File: src/rtl/module_a_link_pkg.sv
// Shared defaults for the A-side link endpoint: link widths, buffer depth, reply timeout.
// Also holds the saturating increment used by the stray-reply counter.
package module_a_link_pkg;

  localparam int A_DATA_TO_B_BITWIDTH   = 32;
  localparam int A_DATA_FROM_B_BITWIDTH = 32;
  localparam int A_FIFO_DEPTH           = 4;
  localparam int A_TIMEOUT_CYCLES       = 16;

  function automatic logic [7:0] sat_inc8(input logic [7:0] v);
    return (v == 8'hFF) ? v : v + 8'd1;
  endfunction

endpackage

File: src/rtl/module_a_req_fifo.sv
// Generic sync FIFO, no bypass: a write is visible at head one cycle later.
// Backpressure: push is ignored while full; pop is ignored while empty.
module module_a_req_fifo #(
  parameter int WIDTH = 31,
  parameter int DEPTH = 4
) (
  input  logic             clk,
  input  logic             rst,
  input  logic             push,
  input  logic [WIDTH-1:0] push_data,
  input  logic             pop,
  output logic             full,
  output logic             empty,
  output logic [WIDTH-1:0] head
);

  localparam int AW = $clog2(DEPTH);

  logic [WIDTH-1:0] mem [DEPTH];
  logic [AW-1:0]    wr_ptr;
  logic [AW-1:0]    rd_ptr;
  logic [AW:0]      count;
  logic             do_push;
  logic             do_pop;

  assign full    = (count == (AW+1)'(DEPTH));
  assign empty   = (count == '0);
  assign head    = mem[rd_ptr];
  assign do_push = push && !full;
  assign do_pop  = pop && !empty;

  // Storage needs no reset; occupancy is tracked by count alone.
  always_ff @(posedge clk) begin
    if (do_push) mem[wr_ptr] <= push_data;
  end

  always_ff @(posedge clk) begin
    if (rst) begin
      wr_ptr <= '0;
      rd_ptr <= '0;
      count  <= '0;
    end else begin
      if (do_push) wr_ptr <= wr_ptr + AW'(1);
      if (do_pop)  rd_ptr <= rd_ptr + AW'(1);
      case ({do_push, do_pop})
        2'b10:   count <= count + (AW+1)'(1);
        2'b01:   count <= count - (AW+1)'(1);
        default: count <= count;
      endcase
    end
  end

endmodule

File: src/rtl/module_a_link.sv
// A-side link endpoint: buffers requests, sends one at a time to B, waits for reply or timeout.
// Latency: accept->link word 2 cycles, reply->rsp_valid 1 cycle; req_ready drops when buffer full.
module module_a_link
  import module_a_link_pkg::*;
#(
  parameter int DATA_TO_B_BITWIDTH   = A_DATA_TO_B_BITWIDTH,
  parameter int DATA_FROM_B_BITWIDTH = A_DATA_FROM_B_BITWIDTH,
  parameter int FIFO_DEPTH           = A_FIFO_DEPTH,
  parameter int TIMEOUT_CYCLES       = A_TIMEOUT_CYCLES
) (
  input  logic                            clk,
  input  logic                            rst,
  input  logic                            req_valid,
  output logic                            req_ready,
  input  logic [DATA_TO_B_BITWIDTH-2:0]   req_data,
  output logic                            rsp_valid,
  output logic                            rsp_timeout,
  output logic [DATA_FROM_B_BITWIDTH-2:0] rsp_data,
  output logic [DATA_TO_B_BITWIDTH-1:0]   data_to_b,
  input  logic [DATA_FROM_B_BITWIDTH-1:0] data_from_b,
  output logic                            busy,
  output logic [7:0]                      stray_cnt
);

  localparam int TW = $clog2(TIMEOUT_CYCLES);

  typedef enum logic [1:0] {
    ST_IDLE = 2'd0,
    ST_SEND = 2'd1,
    ST_WAIT = 2'd2
  } state_t;

  state_t                        state;
  logic [TW-1:0]                 timer;
  logic                          fifo_full;
  logic                          fifo_empty;
  logic                          fifo_pop;
  logic [DATA_TO_B_BITWIDTH-2:0] fifo_head;
  logic                          reply_vld;

  assign req_ready = !fifo_full;
  assign fifo_pop  = (state == ST_IDLE) && !fifo_empty;
  assign reply_vld = data_from_b[DATA_FROM_B_BITWIDTH-1];

  module_a_req_fifo #(
    .WIDTH (DATA_TO_B_BITWIDTH-1),
    .DEPTH (FIFO_DEPTH)
  ) u_req_fifo (
    .clk       (clk),
    .rst       (rst),
    .push      (req_valid),
    .push_data (req_data),
    .pop       (fifo_pop),
    .full      (fifo_full),
    .empty     (fifo_empty),
    .head      (fifo_head)
  );

  always_ff @(posedge clk) begin
    if (rst) begin
      state       <= ST_IDLE;
      timer       <= '0;
      rsp_valid   <= 1'b0;
      rsp_timeout <= 1'b0;
      rsp_data    <= '0;
      data_to_b   <= '0;
      busy        <= 1'b0;
      stray_cnt   <= '0;
    end else begin
      rsp_valid   <= 1'b0;
      rsp_timeout <= 1'b0;
      data_to_b   <= '0;
      // Replies outside WAIT have no request to match; count and drop them.
      if (reply_vld && state != ST_WAIT) stray_cnt <= sat_inc8(stray_cnt);
      case (state)
        ST_IDLE: begin
          if (!fifo_empty) begin
            data_to_b <= {1'b1, fifo_head};
            state     <= ST_SEND;
            busy      <= 1'b1;
          end
        end
        ST_SEND: begin
          timer <= '0;
          state <= ST_WAIT;
        end
        ST_WAIT: begin
          // A reply in the final cycle is checked first, so it beats the timeout.
          if (reply_vld) begin
            rsp_valid <= 1'b1;
            rsp_data  <= data_from_b[DATA_FROM_B_BITWIDTH-2:0];
            state     <= ST_IDLE;
            busy      <= 1'b0;
          end else if (timer == TW'(TIMEOUT_CYCLES-1)) begin
            rsp_valid   <= 1'b1;
            rsp_timeout <= 1'b1;
            rsp_data    <= '0;
            state       <= ST_IDLE;
            busy        <= 1'b0;
          end else begin
            timer <= timer + TW'(1);
          end
        end
        default: begin
          state <= ST_IDLE;
          busy  <= 1'b0;
        end
      endcase
    end
  end

endmodule
File: config.mk
export PLATFORM = sky130hd
export DESIGN_NAME = module_a_link
export DESIGN_NICKNAME = d
export VERILOG_FILES = /design/src/rtl/module_a_link_pkg.sv /design/src/rtl/module_a_req_fifo.sv /design/src/rtl/module_a_link.sv
export SDC_FILE = /design/constraint.sdc
export NUM_CORES = 1
export LEC_CHECK = 0
export ABC_AREA = 1
export ABC_CLOCK_PERIOD_IN_PS = 3100
export BUFFER_PORTS_ARGS = -buffer_cell sky130_fd_sc_hd__buf_2
export CAP_MARGIN = 20
export CORE_ASPECT_RATIO = 1.4
export CORE_MARGIN = 2
export CORE_UTILIZATION = 35
export DETAILED_ROUTE_END_ITERATION = 12
export PLACE_DENSITY = 0.56
export RECOVER_POWER = 50
export SYNTH_ARGS = -nofsm -noshare
export SYNTH_HDL_FRONTEND = slang
export SYNTH_SLANG_ARGS = --single-unit
File: constraint.sdc
create_clock -name clk -period 3.1 [get_ports clk]
set_input_delay 0.155 -clock clk [delete_from_list [all_inputs] [get_ports clk]]
set_output_delay 0.155 -clock clk [all_outputs]
set_load 0.03 [all_outputs]
==> impl_metrics.tcl <==
set metrics [dict create \
    outcome "completed" \
    n_fill_cell 2076 \
    synth.avg_cell_area_sq_um 10.89 \
    dpl_cell_area_sq_um 8816 \
    dieHeight_um 180.6 \
    p_leak_uw 0.003586 \
    antenna_found_initial 2 \
    vias 5571 \
    power.switching_uw 2672 \
    slew_violations 0 \
    cts_buffers 22 \
    grt_usage_pct 14.91 \
    power.internal_uw 5489 \
    synth_cell_types 27 \
    cap_violations 0 \
    power_frac_comb_pct 25.4 \
    synthCells 716 \
    design.portCount 141 \
    power_frac_seq_pct 43.7 \
    yosys_register_bits 213 \
    switching_share_pct 32.74 \
    io_buffers 140 \
    drt_first_pass_iters 4 \
    crit_required_ns 3.48 \
    area_delta_synth_final_pct 28.06 \
    yosysTopAreaCell "edfxtp_1" \
    fin_crit_ns 2.207 \
    core_area_sq_um 21860 \
    syn_area_sq_um 7797 \
    regArea_sq_um 5507 \
    syn-num-nets 790 \
    tightest_slew_ns 0.9655 \
    yosysTopAreaCellShare_pct 47.75 \
    post-route-period-util_pct 71.19 \
    grt_pass1_wl_mm 28.10 \
    place.detailed.hpwl_mm 9.771 \
    grt_pass1_vias 5696 \
    viasPerCell 4.511 \
    setup_tns_ns 0 \
    postCtsSetupBuffers 0 \
    peakVddDrop_mv 0.4347 \
    cts_buffer_depth 3 \
    arrival_ns 2.59 \
    max_freq_mhz 453.2 \
    final.setup_skew_ns 0.01090 \
    total_power_uw 8161 \
    die_x_um 130.1 \
    postRouteWirelength_mm 17.23 \
    clockRootBuffer "clkbuf_16" \
    synthTopCellsByArea "edfxtp_1 48%, dfxtp_1 23%, nor2_1 7.2%, a21oi_1 5.0%, nand2_1 4.8%" \
    timing_hold_violations_final 0 \
    clk_pin_slew_ns 0.06 \
    cts.sinks 213 \
    endpoint_kind "flip-flop" \
    htree_num_levels 1 \
    ys_seq_area_share_pct 70.60 \
    pwr-share-clk_pct 30.9 \
    final_area_sq_um 9986 \
    row_count 64 \
    multiInputGateArea_sq_um 1983 \
    die-area_sq_um 23500 \
    crit_path_start_kind "flip-flop" \
    cts_tree "built" \
    rsz0062_at_grt "no" \
    setup-violations-final 0 \
    gp_congestion 0.7442 \
    slew-limit-headroom_pct 35.54 \
    drc 0 \
    yosysWarningCount 0 \
    num-nets-final 994 \
    dr.first_iter.drc_count 276 \
    path_max_fanout 9 \
    start_util_pct 35.67 \
    grt_overflow 0 \
    p_per_area_nw_per_um2 817.2 \
    clk_latency_ns 0.49 \
    worst_hold_slack_ns 0.1970 \
    hold_path.class "primary input to flip-flop" \
    final_core_util_pct 45.68 \
    wl_per_cell_um 13.95 \
    ant_nets 0 \
    critical_path_class "flip-flop to flip-flop" \
    grt_start_max_net_pins 63 \
    drive_above_1_share_pct 9.081 \
]
## final cells by class
cell class,instances,share of cell area (%)
multi-input cells,435,19.86
well taps,297,3.721
inverters,35,1.316
clock inverters,5,0.4761
flip-flops and latches,213,55.14
repair buffers,213,13.02
clock buffers,35,6.415
diodes,2,0.05012
## per-stage QoR
step / setup WS [ns] / std cells
after detailed placement: 0.9098 / 1130
after floorplan: 0.4137 / 716
after global routing: 0.6534 / 1235
after global placement: 0.9924 / 1130
after CTS: 0.8953 / 1233
final: 0.8933 / 1235
## cell usage after synthesis (all sizes together)
library cell and instances:
fa 1, ha 7, nor3 1, clkbuf 14, dfxtp 89, dlymetal6s2s 1, xor2 1, nor2 153
nand2 104, nand3 17, inv 35, edfxtp 124, a21oi 78, nand4 2, nor4 1, o21ai 70
buf 18
## cell usage in the layout, fill, tap and decap left out, drive strengths merged
cell type / n
nand2: 104
clkbuf: 140
nand3: 17
nor2: 153
ha: 7
a21oi: 78
o21ai: 70
clkinv: 4
dlygate4sd3: 63
nor3: 1
fa: 1
diode: 2
xor2: 1
dfxtp: 89
edfxtp: 124
buf: 45
bufinv: 1
nor4: 1
inv: 35
nand4: 2
## timing repair
item                       4_1_cts  5_1_grt
hold endpoints to repair       156        0
gates resized for setup          0        0
setup endpoints to repair        0        0
hold buffers                    63        0
## kinds of logic after synthesis
family                     count (synthesis)  share of synthesized area (%)
DFF                                      213                          70.60
AOI/OAI and AO/OA                        148                          9.499
adders and majority gates                  8                          1.380
xor gates and xnor gates                   1                         0.1123
and+or+nand+nor                          278                          14.35
buffers and inverters                     68                          4.060
## critical path, cell delays in order (launching register included)
cell and delay, ns:
dfxtp_1 0.32, inv_1 0.12, nand3_1 0.10, nand2_1 0.41
ha_1 0.27, inv_1 0.07, fa_1 0.38, nand2_1 0.09
nand3_1 0.10, o21ai_0 0.19, a21oi_1 0.06
## state kept, by name, summed over array words and instances (netlist names), named ones only
| register | count |
|---|---|
| rsp_timeout | 1 |
| data_to_b | 32 |
| u_req_fifo.wr_ptr | 2 |
| u_req_fifo.mem | 124 |
| timer | 4 |
| busy | 1 |
| state | 2 |
| u_req_fifo.rd_ptr | 2 |
| u_req_fifo.count | 3 |
| stray_cnt | 8 |
| rsp_valid | 1 |
| rsp_data | 31 |
## metal layers
layer / part of all wire, % / routed length (um) / GRT usage (%) / up-vias
met5: 0 / 0 / 0 / -
met4: 1.2 / 208 / 3.785 / 0
met3: 6.3 / 1082 / 3.325 / 16
met2: 53 / 9138 / 27.75 / 150
met1: 39 / 6796 / 16.92 / 2580
li1: - / - / - / 2825
## final timing paths
kind              slack (ns)           startpoint  depth (start not counted)                  end
setup / recovery        0.89  u_req_fifo.count[0]                         10  u_req_fifo.count[2]
hold / removal          0.20                  rst                          3             state[1]
setup reg to reg        0.89  u_req_fifo.count[0]                         10  u_req_fifo.count[2]
hold reg to reg         0.46  u_req_fifo.count[0]                          1  u_req_fifo.count[0]
## power groups by stage
stage / Clock (uW) / Combinational, uW / Sequential [uW]
finish: 2520 / 2080 / 3570
global route: 2700 / 2350 / 3610
floorplan: 0 / 1100 / 4020
global placement: 0 / 2090 / 3620
detailed placement: 0 / 2120 / 3620
CTS: 2590 / 2190 / 3560
Power figures use the tool's default switching activity.
